File: config.mk
export PLATFORM = sky130hd
export DESIGN_NAME = happy_bday
export DESIGN_NICKNAME = d
export VERILOG_FILES = /design/src/rtl/happy_bday_pkg.sv /design/src/rtl/happy_bday_tone_gen.sv /design/src/rtl/happy_bday.sv
export SDC_FILE = /design/constraint.sdc
export NUM_CORES = 1
export LEC_CHECK = 0
export ABC_AREA = 1
export CORE_MARGIN = 8
export CORE_UTILIZATION = 50
export DETAILED_ROUTE_END_ITERATION = 8
export MAX_ROUTING_LAYER = met4
export PLACE_DENSITY = 0.75
export SYNTH_ARGS = -nofsm -noshare
export SYNTH_HDL_FRONTEND = slang
export SYNTH_SLANG_ARGS = --single-unit
File: constraint.sdc
create_clock -name clk -period 4.27 [get_ports clk]
set_input_delay 0.6405 -clock clk [delete_from_list [all_inputs] [get_ports clk]]
set_output_delay 0.6405 -clock clk [all_outputs]
set_load 0.02 [all_outputs]
File: src/rtl/happy_bday_pkg.sv
// happy_bday_pkg: note set, 12 MHz half-period constants and the birthday score ROM
package happy_bday_pkg;
  localparam int HALF_W = 14;
  localparam int SCORE_LEN = 27;
  typedef enum logic [3:0] {REST, G4, A4, B4, C5, D5, E5, F5, G5} note_t;
  localparam logic [HALF_W-1:0] HALF_G4 = 14'd15306;
  localparam logic [HALF_W-1:0] HALF_A4 = 14'd13636;
  localparam logic [HALF_W-1:0] HALF_B4 = 14'd12149;
  localparam logic [HALF_W-1:0] HALF_C5 = 14'd11467;
  localparam logic [HALF_W-1:0] HALF_D5 = 14'd10216;
  localparam logic [HALF_W-1:0] HALF_E5 = 14'd9101;
  localparam logic [HALF_W-1:0] HALF_F5 = 14'd8590;
  localparam logic [HALF_W-1:0] HALF_G5 = 14'd7653;
  // Slots 25 and 26 fall through to REST, giving the pause before the loop restarts
  function automatic note_t score(input logic [4:0] idx);
    case (idx)
      5'd0, 5'd1, 5'd3, 5'd6, 5'd7, 5'd9, 5'd12, 5'd13: score = G4;
      5'd2, 5'd8, 5'd18:                                score = A4;
      5'd5, 5'd17:                                      score = B4;
      5'd4, 5'd11, 5'd16, 5'd22, 5'd24:                 score = C5;
      5'd10, 5'd23:                                     score = D5;
      5'd15, 5'd21:                                     score = E5;
      5'd19, 5'd20:                                     score = F5;
      5'd14:                                            score = G5;
      default:                                          score = REST;
    endcase
  endfunction
  function automatic logic [HALF_W-1:0] half_period(input note_t n);
    case (n)
      G4:      half_period = HALF_G4;
      A4:      half_period = HALF_A4;
      B4:      half_period = HALF_B4;
      C5:      half_period = HALF_C5;
      D5:      half_period = HALF_D5;
      E5:      half_period = HALF_E5;
      F5:      half_period = HALF_F5;
      G5:      half_period = HALF_G5;
      default: half_period = '0;
    endcase
  endfunction
endpackage

File: src/rtl/happy_bday_tone_gen.sv
// tone_gen: 50% duty square wave toggling every `half` clocks, held low when idle
module tone_gen
  import happy_bday_pkg::*;
(
  input  logic              clk,
  input  logic              rst,
  input  logic [HALF_W-1:0] half,
  input  logic              en,
  input  logic              restart,
  output logic              wave
);
  logic [HALF_W-1:0] cnt_q, cnt_d;
  logic wave_q, wave_d, hold, expire;
  always_comb begin
    hold = restart || !en;
    expire = cnt_q == half - 14'd1;
    cnt_d = hold || expire ? '0 : cnt_q + 14'd1;
    wave_d = hold ? 1'b0 : wave_q ^ expire;
  end
  always_ff @(posedge clk or posedge rst) begin
    if (rst) begin
      cnt_q <= '0;
      wave_q <= 1'b0;
    end else begin
      cnt_q <= cnt_d;
      wave_q <= wave_d;
    end
  end
  assign wave = wave_q;
endmodule

File: src/rtl/happy_bday.sv
// happy_bday: self-running music box sequencing the birthday score onto a speaker pin
module happy_bday
  import happy_bday_pkg::*;
#(
  parameter int CLK_HZ      = 12_000_000,
  parameter int NOTE_CYCLES = 6_000_000,
  parameter int GAP_CYCLES  = 375_000
) (
  input  logic clk,
  input  logic rst,
  output logic speaker
);
  localparam int DW = $clog2(NOTE_CYCLES);
  localparam logic [DW-1:0] LAST = DW'(NOTE_CYCLES - 1);
  localparam logic [DW-1:0] GAP_START = DW'(NOTE_CYCLES - GAP_CYCLES);
  localparam bit CFG_OK = CLK_HZ > 0 && GAP_CYCLES < NOTE_CYCLES;
  logic [DW-1:0] dur_q, dur_d;
  logic [4:0] idx_q, idx_d;
  logic [HALF_W-1:0] half;
  logic wrap, en;
  // Gap is judged on the next slot position so the speaker is low for exactly GAP_CYCLES clocks
  always_comb begin
    wrap = dur_q == LAST;
    dur_d = wrap ? '0 : dur_q + 1'b1;
    idx_d = !wrap ? idx_q : idx_q == 5'(SCORE_LEN - 1) ? '0 : idx_q + 5'd1;
    half = half_period(score(idx_q));
    en = CFG_OK && half != '0 && dur_d < GAP_START;
  end
  always_ff @(posedge clk or posedge rst) begin
    if (rst) begin
      dur_q <= '0;
      idx_q <= '0;
    end else begin
      dur_q <= dur_d;
      idx_q <= idx_d;
    end
  end
  tone_gen u_tone (
    .clk    (clk),
    .rst    (rst),
    .half   (half),
    .en     (en),
    .restart(wrap),
    .wave   (speaker)
  );
endmodule

# Yosys cells after proc, flatten, opt, wreduce, memory -nomap -nowiden
# Memory sizes are Yosys's and may differ from the RTL's.
# Cells that the tools add are included.
# totals
register_bits	43
rom_bits	352
input_bits	2
output_inout_bits	1
word_cells	24
mem_count	2
# classes
add_sub_neg	4
order_cmp	1
n_eq_ne	3
mux	4
bitwise_logic	1
reduce_logical	5
# mem_list
memory	depth	width	rd	rd_clocked_by_memory_dff	write_ports	line	rtl
(name not given)	16	14	1	0	0	happy_bday_pkg.sv:29	case (n)
(name not given)	32	4	1	0	0	happy_bday_pkg.sv:16	case (idx)
# op_table
op	n
23-bit by 1-bit adder with 23-bit output, second input constant	1
23-bit equality test, second input constant	1
23-bit less-than comparator, second input constant	1
23-bit 2-to-1 mux	1
14-bit by 1-bit adder with 14-bit output, second input constant	1
14-bit equality test	1
14-bit 2-to-1 mux	1
14-bit nonzero test	1
14-bit by 1-bit subtractor with 14-bit output, second input constant	1
5-bit by 1-bit adder with 5-bit output, second input constant	1
5-bit equality test, second input constant	1
5-bit 2-to-1 mux	1
1-bit logical OR	2
1-bit logical AND	1
1-bit logical NOT	1
1-bit 2-to-1 mux	1
1-bit XOR	1

# Longest topological paths before layout
# Gate-level depths: netlist of the first run.
# depth
ltp_word	8
depth_mapped	29
depth_no_buf	28

# Modules after synthesis
# From an unflattened synthesis of the first run, not the netlist that was laid out.
# hier_totals
cells_unflattened	617
area_unflattened_um2	3920.0
# modules_own_cells
mod	n_inst	cells_each	area_per_inst_um2	seq_area_each_um2
happy_bday	1	398	2488.6	700.7
tone_gen	1	219	1431.4	375.4

# Worst setup path before layout of the first run
# Ideal clock, no wire load.
# synth_path
kind	register to register
startpoint	register idx_q[0]
endpoint	register u_tone.cnt_q[8]
setup_time_ns	0.121
t_arrival_ns	3.282
required_time_ns	4.149
slack_ns	0.868
path_stages_with_launch	28
path_buffers	2
period_less_slack_ns	3.402
cell_sequence	dfrtp_1 > inv_1 > ha_1 > nand2_1 > nand3_1 > nand2_1 > and2_1 > inv_1 > ha_1 > inv_1 > nor2_2 > nand3_2 > buf_6 > nand2_1 > nor2_2 > ha_1 > nand3_2 > nor2_4 > nand2_2 > o21ai_1 > nand2_1 > nor2_1 > nand2_1 > nor2_2 > nand2_2 > nand2_4 > buf_6 > nor2_2
# synth_via
elab_chain_cells	8
# synth_rtl
item	line	rtl
from (decl)	happy_bday.sv:18	logic [4:0] idx_q, idx_d;
from (signal assigned)	happy_bday.sv:35	idx_q <= idx_d;
memory 32 x 4 bit *	--	
memory 16 x 14 bit *	--	
branches (longest 4 deep; another with 14-bit by 1-bit subtractor with 14-bit output)	--	
1-bit logical OR *	happy_bday_tone_gen.sv:17	cnt_d = hold || expire ? '0 : cnt_q + 14'd1;
14-bit 2-to-1 mux *	happy_bday_tone_gen.sv:17	
named net u_tone.cnt_d[8]	happy_bday_tone_gen.sv:12	logic [HALF_W-1:0] cnt_q, cnt_d;
to (signal assigned)	happy_bday_tone_gen.sv:25	cnt_q <= cnt_d;
to (decl)	happy_bday_tone_gen.sv:12	
# Mark *: on every way through the listed nets, which the timed path passes.
# A chain may end at the register's enable or synchronous reset.

# Worst setup path after layout of the first run
# layout_path
startpoint	register idx_q[0]
endpoint	register u_tone.cnt_q[0]
# Same word-level chain as after synthesis.

==> results, run 1 <==
- The post-synth net total is ~570.
- The via count of the first global-routing pass is ~3300.
- From synthesis to final layout, the design area changed by 5.56%.
- The area of the mapped netlist is approximately 0.0037 sq mm.
- The worst IR drop on VDD is 0.218 mV.
- The fraction of synthesis flops using an asynchronous set or reset pin is between 90% and 100%.
- The proportion of layout cells with a drive suffix above 1 is between 10% and 20%.
- The total overflow left after global routing is 0.
- Dividing the detail-routed wire length by the instance count gives around 13 um.
- The routability congestion estimate from global placement is around 0.96.
- In this run, synthesis inferred 0 flip-flops with an integrated enable.
- The pin count of the biggest net entering global routing is 44.
- The start point of the critical path is idx_q[0]$_DFFE_PP0N_.
- The number of antenna violations at the first check in global routing was 0.
- Once layout is done, the placed cells without fillers occupy a little under 0.004 sq mm.
- The number of max-slew violations in the final report came to 0.
- The startpoint kind of the worst setup timing path is a flop.
- The clock period minus worst slack is about 3.8 ns.
- The via count of the routed design is 3463.
- The net count of the finished layout is 570.
- The number of buffers added for setup after CTS is 0.
- Headroom to the max-slew limit came out at 63.4%.
- The standard cell core area is roughly 0.007 sq mm.
- The most frequent cell after synthesis is nand2_1.
- The worst endpoint data arrival time is about 4.0 ns.
- The worst hold path belongs to the class reg -> reg.
- The worst hold slack is between 0.5 and 0.6 ns.
- The total placed instance area is ~0.0038 sq mm.
- The prevailing post-synth register cell is dfrtp_1.
- In the global route stage, overall resource usage came out at between 10% and 20%.
- After synthesis, flip-flops and latches occupy 29.3% of the total area.
- Sequential cells burn about 59% of the power.
- The count of buffers added on input and output ports is 2.
- Clock tree synthesis found a total of 43 sinks.
- The master of the slowest instance on the critical path is dfrtp_2.
- For this configuration, the core starts out at a cell density of between 50% and 60%.
- The final HPWL from detailed placement is approximately 6600 um.
- For the final database, setup skew stands at roughly 0.0074 ns.
- The synthesized design devotes to its leading area cell type between 20% and 30% of total area.
- In the final timing run, aggregate negative setup slack is 0 ns.
- In this design, the critical path's most frequently occurring cell is nand2_1.
- The total of flip-flops plus latches after synthesis is 43.
- Setup repair after global routing left no endpoint under its margin.
- A synthesized cell averages ~6.7 sq um.
- The largest total area in the synthesized netlist belongs to dfrtp_1.
- Of the total power, the clock network draws 39.9%.
- In this run the remaining antenna-violating nets after routing total 0.
- The worst register-to-register path has a depth of 26.
- The area occupied by multi-input gates is between 0.002 and 0.0025 sq mm.
- The first global-routing pass estimated 14800 um of wire.
- Counting instances, the worst hold path has a depth of 1.
- The total count of hold-check failures in the final report is 0.
- The chip width is roughly 100 um.
- The share of total power in combinational logic is ~1.4%.
- TritonCTS built the clock tree.
- The timing-limited maximum frequency is between 200 and 300 MHz.
- The run finished with clean final reports.
- Setup violations remaining at the end of the flow were counted as 0.
- Buffers inserted to repair hold after CTS numbered 0.
- The clock input transition at the sequential cells of the worst setup and hold paths is 0.09 ns.
- The analysis attributes to net switching a power of about 0.00015 W.
- The worst hold path terminates at u_tone.cnt_q[0]$_DFF_PP0_.
- The number of instances in the synthesized netlist is about 550.
- Sorting the synthesized cells by how often they occur yields nand2_1, inv_1, nand3_1, nor2_1, dfrtp_1.
- The total inserted antenna cells is 0.
- For this run, the number of Yosys warnings is 0.
- From bottom edge to top edge, the die measures between 100 and 150 um.
- The setup slack on the worst flop-to-flop path is around 0.5 ns.
- In this run the worst path has a maximum fanout of 14.
- The launch point of the worst hold path is u_tone.cnt_q[0]$_DFF_PP0_.
- The transition time at the pin with the least slew margin is 0.549 ns.
- Counting the buffers created by CTS gives 5.
- Counting along the longest clock path gives a buffer depth of 2.
- The number of maximum-capacitance constraint violations is 0.
- The later pin in the worst-skew pair is clocked with a latency of 0.30 ns.
- The endpoint of the lowest-slack register-to-register path is u_tone.cnt_q[0]$_DFF_PP0_.
- Summing all flip-flop and latch instances after layout gives between 0.001 and 0.0015 sq mm.
- Net switching is 21.9% of the power.
- The tree is rooted in a clkbuf_8.
- Of the available clock period, the critical path in the final layout requires 88.5%.
- The worst register-to-register path begins at idx_q[0]$_DFFE_PP0N_.
- The cell leakage power is 1.89 nW.
- The DRC violation count after routing is 0.
- On the worst path, the slowest cell contributes a delay of 0.48 ns.
- The classification of the worst setup path is reg -> reg.
- The floorplan step defined a die boundary enclosing 0.0103 sq mm.
- The count of boundary I/O pins is 3.
- The first detailed-routing pass took 5 iterations.
- The number of fill cells is 720.
- The first-iteration detailed-routing DRC count is approximately 290.
- Internal power comes to 0.000541 W.
- The post-detailed-routing wire length is around 8600 um.
- Ranked by total cell area, the synthesized netlist is headed by dfrtp_1, nand2_1, nand3_1.
- STA classifies the critical path endpoint as a flop.
- The number of rows in the core area is 31.
- Dividing total power by cell area gives a power density of ~180 mW/mm^2.
- The number of vias per cell after detailed routing is approximately 5.3.
- The H-tree was split into 2 levels.
- Data on the critical path is required at its endpoint by roughly 4.5 ns.
- The count of different cell masters after synthesis is 32.
- The total design power is roughly 0.00069 W.
power groups by stage:
stage / sequential [W] / clock (W) / combinational, W
after detailed placement: 0.000415 / 0 / 0.0000101
after global placement: 0.000415 / 0 / 0.00000981
after floorplan: 0.000415 / 0 / 0.00000598
after global routing: 0.000407 / 0.000303 / 0.0000115
final: 0.000407 / 0.000276 / 0.00000937
after CTS: 0.000407 / 0.000284 / 0.0000101
metrics by stage:
stage	cells	util (%)	worst slack, ns
after floorplan	547	-	0.868
after global placement	644	52.5	0.633
after detailed placement	644	52.5	0.433
after CTS	652	53.8	0.403
after global routing	652	54.0	0.0327
final	652	54.0	0.491
flip-flops by register name (all words and copies together) (netlist names):
| signal | count |
|---|---|
| dur_q | 23 |
| u_tone.cnt_q | 14 |
| idx_q | 5 |
| u_tone.wave | 1 |
area by class of cell:
class / count / area share, %
multi-input combinational: 408 / 57.0
sequential: 43 / 27.8
inverter: 91 / 8.82
tap: 99 / 3.20
clock buffer: 7 / 2.23
timing repair buffer: 3 / 0.711
clock inverter: 1 / 0.226
worst max path at each step:
stage	cells after the start	end
floorplan	27	u_tone.cnt_q[8]$_DFF_PP0_
global placement	26	u_tone.cnt_q[13]$_DFF_PP0_
detailed placement	25	u_tone.cnt_q[0]$_DFF_PP0_
CTS	25	u_tone.cnt_q[0]$_DFF_PP0_
global route	24	u_tone.cnt_q[1]$_DFF_PP0_
finish	26	u_tone.cnt_q[0]$_DFF_PP0_
worst max-delay path, delay by kind of cell (launching register included):
family          cells  cell delay, ns
fa+ha+maj           3            0.59
buf+inv             3            0.35
compound gates      1            0.13
flops               1            0.48
simple gates       19            2.12
cell usage in the layout (no fill, tap or decap), types with 4 or more instances in the layout:
cell type	count
nand3b_1	4
nand3_2	9
inv_1	79
inv_2	10
dfrtp_1	42
nand2_2	8
nand3_1	61
nor2_4	4
ha_1	16
nand4_1	16
clkbuf_8	6
nand2_1	139
xnor2_1	7
xor2_1	24
o21ai_0	13
nor2_2	16
nor3_1	12
nor2_1	56
a21oi_1	7
repair_timing:
action,CTS,global route
endpoints found under the setup margin,0,14
hold endpoints to repair,0,0
resized for setup,0,3
layer usage:
layer	share of wire (%)	track usage (%)
met5	0	-
met4	1.1	3.55
met3	5.1	2.47
met2	46	28.7
met1	48	24.1
cells by family after synthesis:
| kind of cell | after synthesis | synth area share (%) |
|---|---|---|
| AND/OR/NAND/NOR | 334 | 43.0 |
| XOR/XNOR | 31 | 7.40 |
| adder cells (fa/ha/maj) | 16 | 5.46 |
| flip-flops | 43 | 29.3 |
| AO/OA/AOI/OAI | 27 | 4.02 |
| buffers and inverters | 96 | 10.7 |
(Power assumes the default switching activity.)
==> inputs of run 2 (changes only) <==
clock period = 4.65 ns   (was 4.27 ns; I/O delays follow)
==> results, run 2 (synthesis results as in run 1) <==
- The required time of the critical path is 4.84 ns (+0.39 ns).
- The number of buffers inserted by port buffering is 2 (unchanged).
- The clock tree root buffer cell is clkbuf_8.
- The standard cell core area came to 0.00718 sq mm (unchanged).
- The total inserted antenna cells is 0 (unchanged).
- The clock input transition at the sequential cells of the worst setup and hold paths is 0.09 ns (about the same).
- The post-detailed-routing wire length was 8420 um (-2.5%).
- The critical path depth in cells came to 26 (unchanged).
- The detailed-routing iteration count for the pre-antenna-repair pass is 5 (unchanged).
- The worst endpoint data arrival time is 4.12 ns (+0.16 ns).
- The number of buffer and inverter stages on the critical path came to 3 (unchanged).
- met2 is the most crowded layer.
- The clock tree skew after final layout is 0.00416 ns (-0.00328 ns).
- The worst slew margin relative to its limit is 63.5% (+0.10 points).
- The global routing met2 resource utilization was 27.8% (-0.86 points).
- Setup repair after global routing left no endpoint under its margin.
- The global-route total usage across every layer is 18.2% (+0.13 points).
- The DRC violation count after routing is 0 (unchanged).
- The number of fill cells is 702 (-2.5%).
- The routed wirelength normalized by instance count is 12.9 um (-2.5%).
- The first-iteration detailed-routing DRC count is 236 (-17%).
- The cell leakage power came to 1.90 nW (+0.50%).
- The startpoint kind of the worst setup timing path is a flop.
- The pin count of the biggest net entering global routing is 44 (unchanged).
- The number of antenna violations at the first check in global routing was 0 (unchanged).
- The worst IR drop on VDD is 0.262 mV (+20%).
- The met3 track demand over resource was 2.68% (+0.21 points).
- The overflow left after global routing came to 0 (unchanged).
- The TritonCTS sink count is 43 (unchanged).
- The number of vias per cell after detailed routing was 5.21 (-1.9%).
- The largest individual stage delay along the critical path comes from the cell dfrtp_1.
- The number of rows in the core area is 31 (unchanged).
- Leaving out fill and tap cells, the most frequent cells in the layout are nand2_1, inv_1, nand3_1, nor2_1, dfrtp_1.
- TritonCTS built the clock tree.
- The worst hold slack is 0.532 ns (+0.0106 ns).
- The met1 global-route usage is 24.5% (+0.47 points).
- The number of failing setup endpoints in the final timing report is 0 (unchanged).
- The floorplan die area is 0.0103 sq mm (unchanged).
- The total clock buffers created by CTS came to 5 (unchanged).
- The kind of cell with the highest combined delay on the critical path is simple AND/OR/NAND/NOR gates.
- The clock latency at the later pin of the worst-skew pair was 0.30 ns (about the same).
- The number of max-slew violations in the final report is 0 (unchanged).
- The flow ran to the end, and the final reports show no timing, DRC or antenna violations.
- The highest fanout seen on the critical path is 14 (unchanged).
- The flip-flop count of the largest register after layout came to 23 (unchanged).
- From synthesis to final layout, the design area changed by 5.76%.
- The via count of the routed design was 3396 (-1.9%).
- The critical path is of the reg -> reg type.
- The placed instance count is 644 (unchanged).
- The cell count of the worst reg-to-reg path is 26 (unchanged).
- The power per standard cell area is 175 mW/mm^2 (-2.0%).
- The total negative slack is 0 ns (unchanged).
- The total count of hold-check failures in the final report is 0 (unchanged).
- The class of the tightest hold or removal check is reg -> reg.
- The count of boundary I/O pins is 3 (unchanged).
- The die height is 102 um (unchanged).
- STA classifies the critical path endpoint as a flop.
- The timing-limited maximum frequency is 255 MHz (-3.7%).
- The most critical setup path has its startpoint at idx_q[1]$_DFFE_PP0N_.
- The chip width is 102 um (unchanged).
- The routability congestion estimate from global placement came to 0.957 (-0.44%).
- The highest cell delay on the worst timing path is 0.48 ns (about the same).
- The initial cell density of the core came to 51.1% (unchanged).
- The final cycle utilization of the critical path is 84.4% (-4.1 points).
- The startpoint identified for the worst register-to-register timing path is idx_q[1]$_DFFE_PP0N_.
- The pre-CTS setup slack is 0.809 ns (+0.376 ns).
- Counting flops per register, the top entry is dur_q.
- The net count reported at finish is 570 (unchanged).
- The cell count of the worst hold path is 1 (unchanged).
- The final non-filler cell total is 652 (unchanged).
- The via count of the first global-routing pass is 3320 (-0.15%).
- The number of levels the H-tree was split into is 2 (unchanged).
- The cell seen most often among critical-path stages is nand2_1.
- The number of hold-repair buffers added at the cts stage is 0 (unchanged).
- The transition time at the pin with the least slew margin was 0.547 ns (-0.00157 ns).
- The count of instances resized after the clock tree is built is 0 (unchanged).
- The total design power is 0.000680 W (-1.8%).
- The final HPWL from detailed placement is 6560 um (-1.0%).
- The post-route worst setup slack is 0.727 ns (+0.236 ns).
- The count of antenna-violating nets left after detailed routing came to 0 (unchanged).
- The number of maximum-capacitance constraint violations is 0 (unchanged).
- The maximum clock insertion buffer count is 2 (unchanged).
- The clock period minus worst slack was 3.92 ns (+0.144 ns).
- The library cell used most frequently in the layout, excluding fill and tap cells, is nand2_1.
- The largest registers in the layout are dur_q (23), u_tone.cnt_q (14), idx_q (5).
- The wire length of the first global-routing pass was 14800 um (about the same).
- In this run the most critical hold path is launched from u_tone.cnt_q[0]$_DFF_PP0_.
- The proportion of layout cells with a drive suffix above 1 came to 11.0% (-0.18 points).
- The number of buffers added for setup after CTS is 0 (unchanged).
run 2: cell count changes in the layout (fill, tap and decap cells not counted):
cell       before  now
nand2_8         1    0
nand2_4         1    2
inv_2          10    9
inv_1          79   80
clkbuf_1        1    0
dfrtp_1        42   43
clkinv_2        0    1
dfrtp_2         1    0
bufinv_16       0    1
clkbuf_8        6    5
run 2: per-stage QoR:
step | utilization, % | cell area [sq um]
floorplan | - | 3670
finish | 54.1 | 3880
global placement | 52.5 | 3770
CTS | 54.1 | 3880
global route | 54.1 | 3880
detailed placement | 52.5 | 3770
run 2: metal layers:
layer / wire length (um) / part of all wire (%)
met5: 0 / 0
met4: 76 / 0.90
met3: 389 / 4.6
met2: 3770 / 45
met1: 4190 / 50
run 2: layout make-up:
type	instances	area (sq um)	area share, %
Clock buffer	5	68.8	1.77
Multi-Input combinational cell	408	2200	56.7
Tap cell	99	124	3.19
Inverter	91	342	8.80
Clock inverter	3	43.8	1.13
Timing Repair Buffer	3	27.5	0.709
Sequential cell	43	1080	27.7
run 2: worst paths after layout:
kind	end	slack, ns
setup / recovery	u_tone.cnt_q[2]$_DFF_PP0_	0.73
hold reg to reg	u_tone.cnt_q[0]$_DFF_PP0_	0.53
max in group asynchronous	idx_q[1]$_DFFE_PP0N_	3.44
setup reg to reg	u_tone.cnt_q[2]$_DFF_PP0_	0.73
hold / removal	u_tone.cnt_q[0]$_DFF_PP0_	0.53
min in group asynchronous	dur_q[10]$_DFF_PP0_	0.83
run 2: power breakdown:
group	switching, W	total [W]	internal, W
clock	0.000138	0.000298	0.000160
sequential	0	0.000374	0.000374
combinational	0.00000725	0.00000860	0.00000135
total	0.000145	0.000680	0.000535
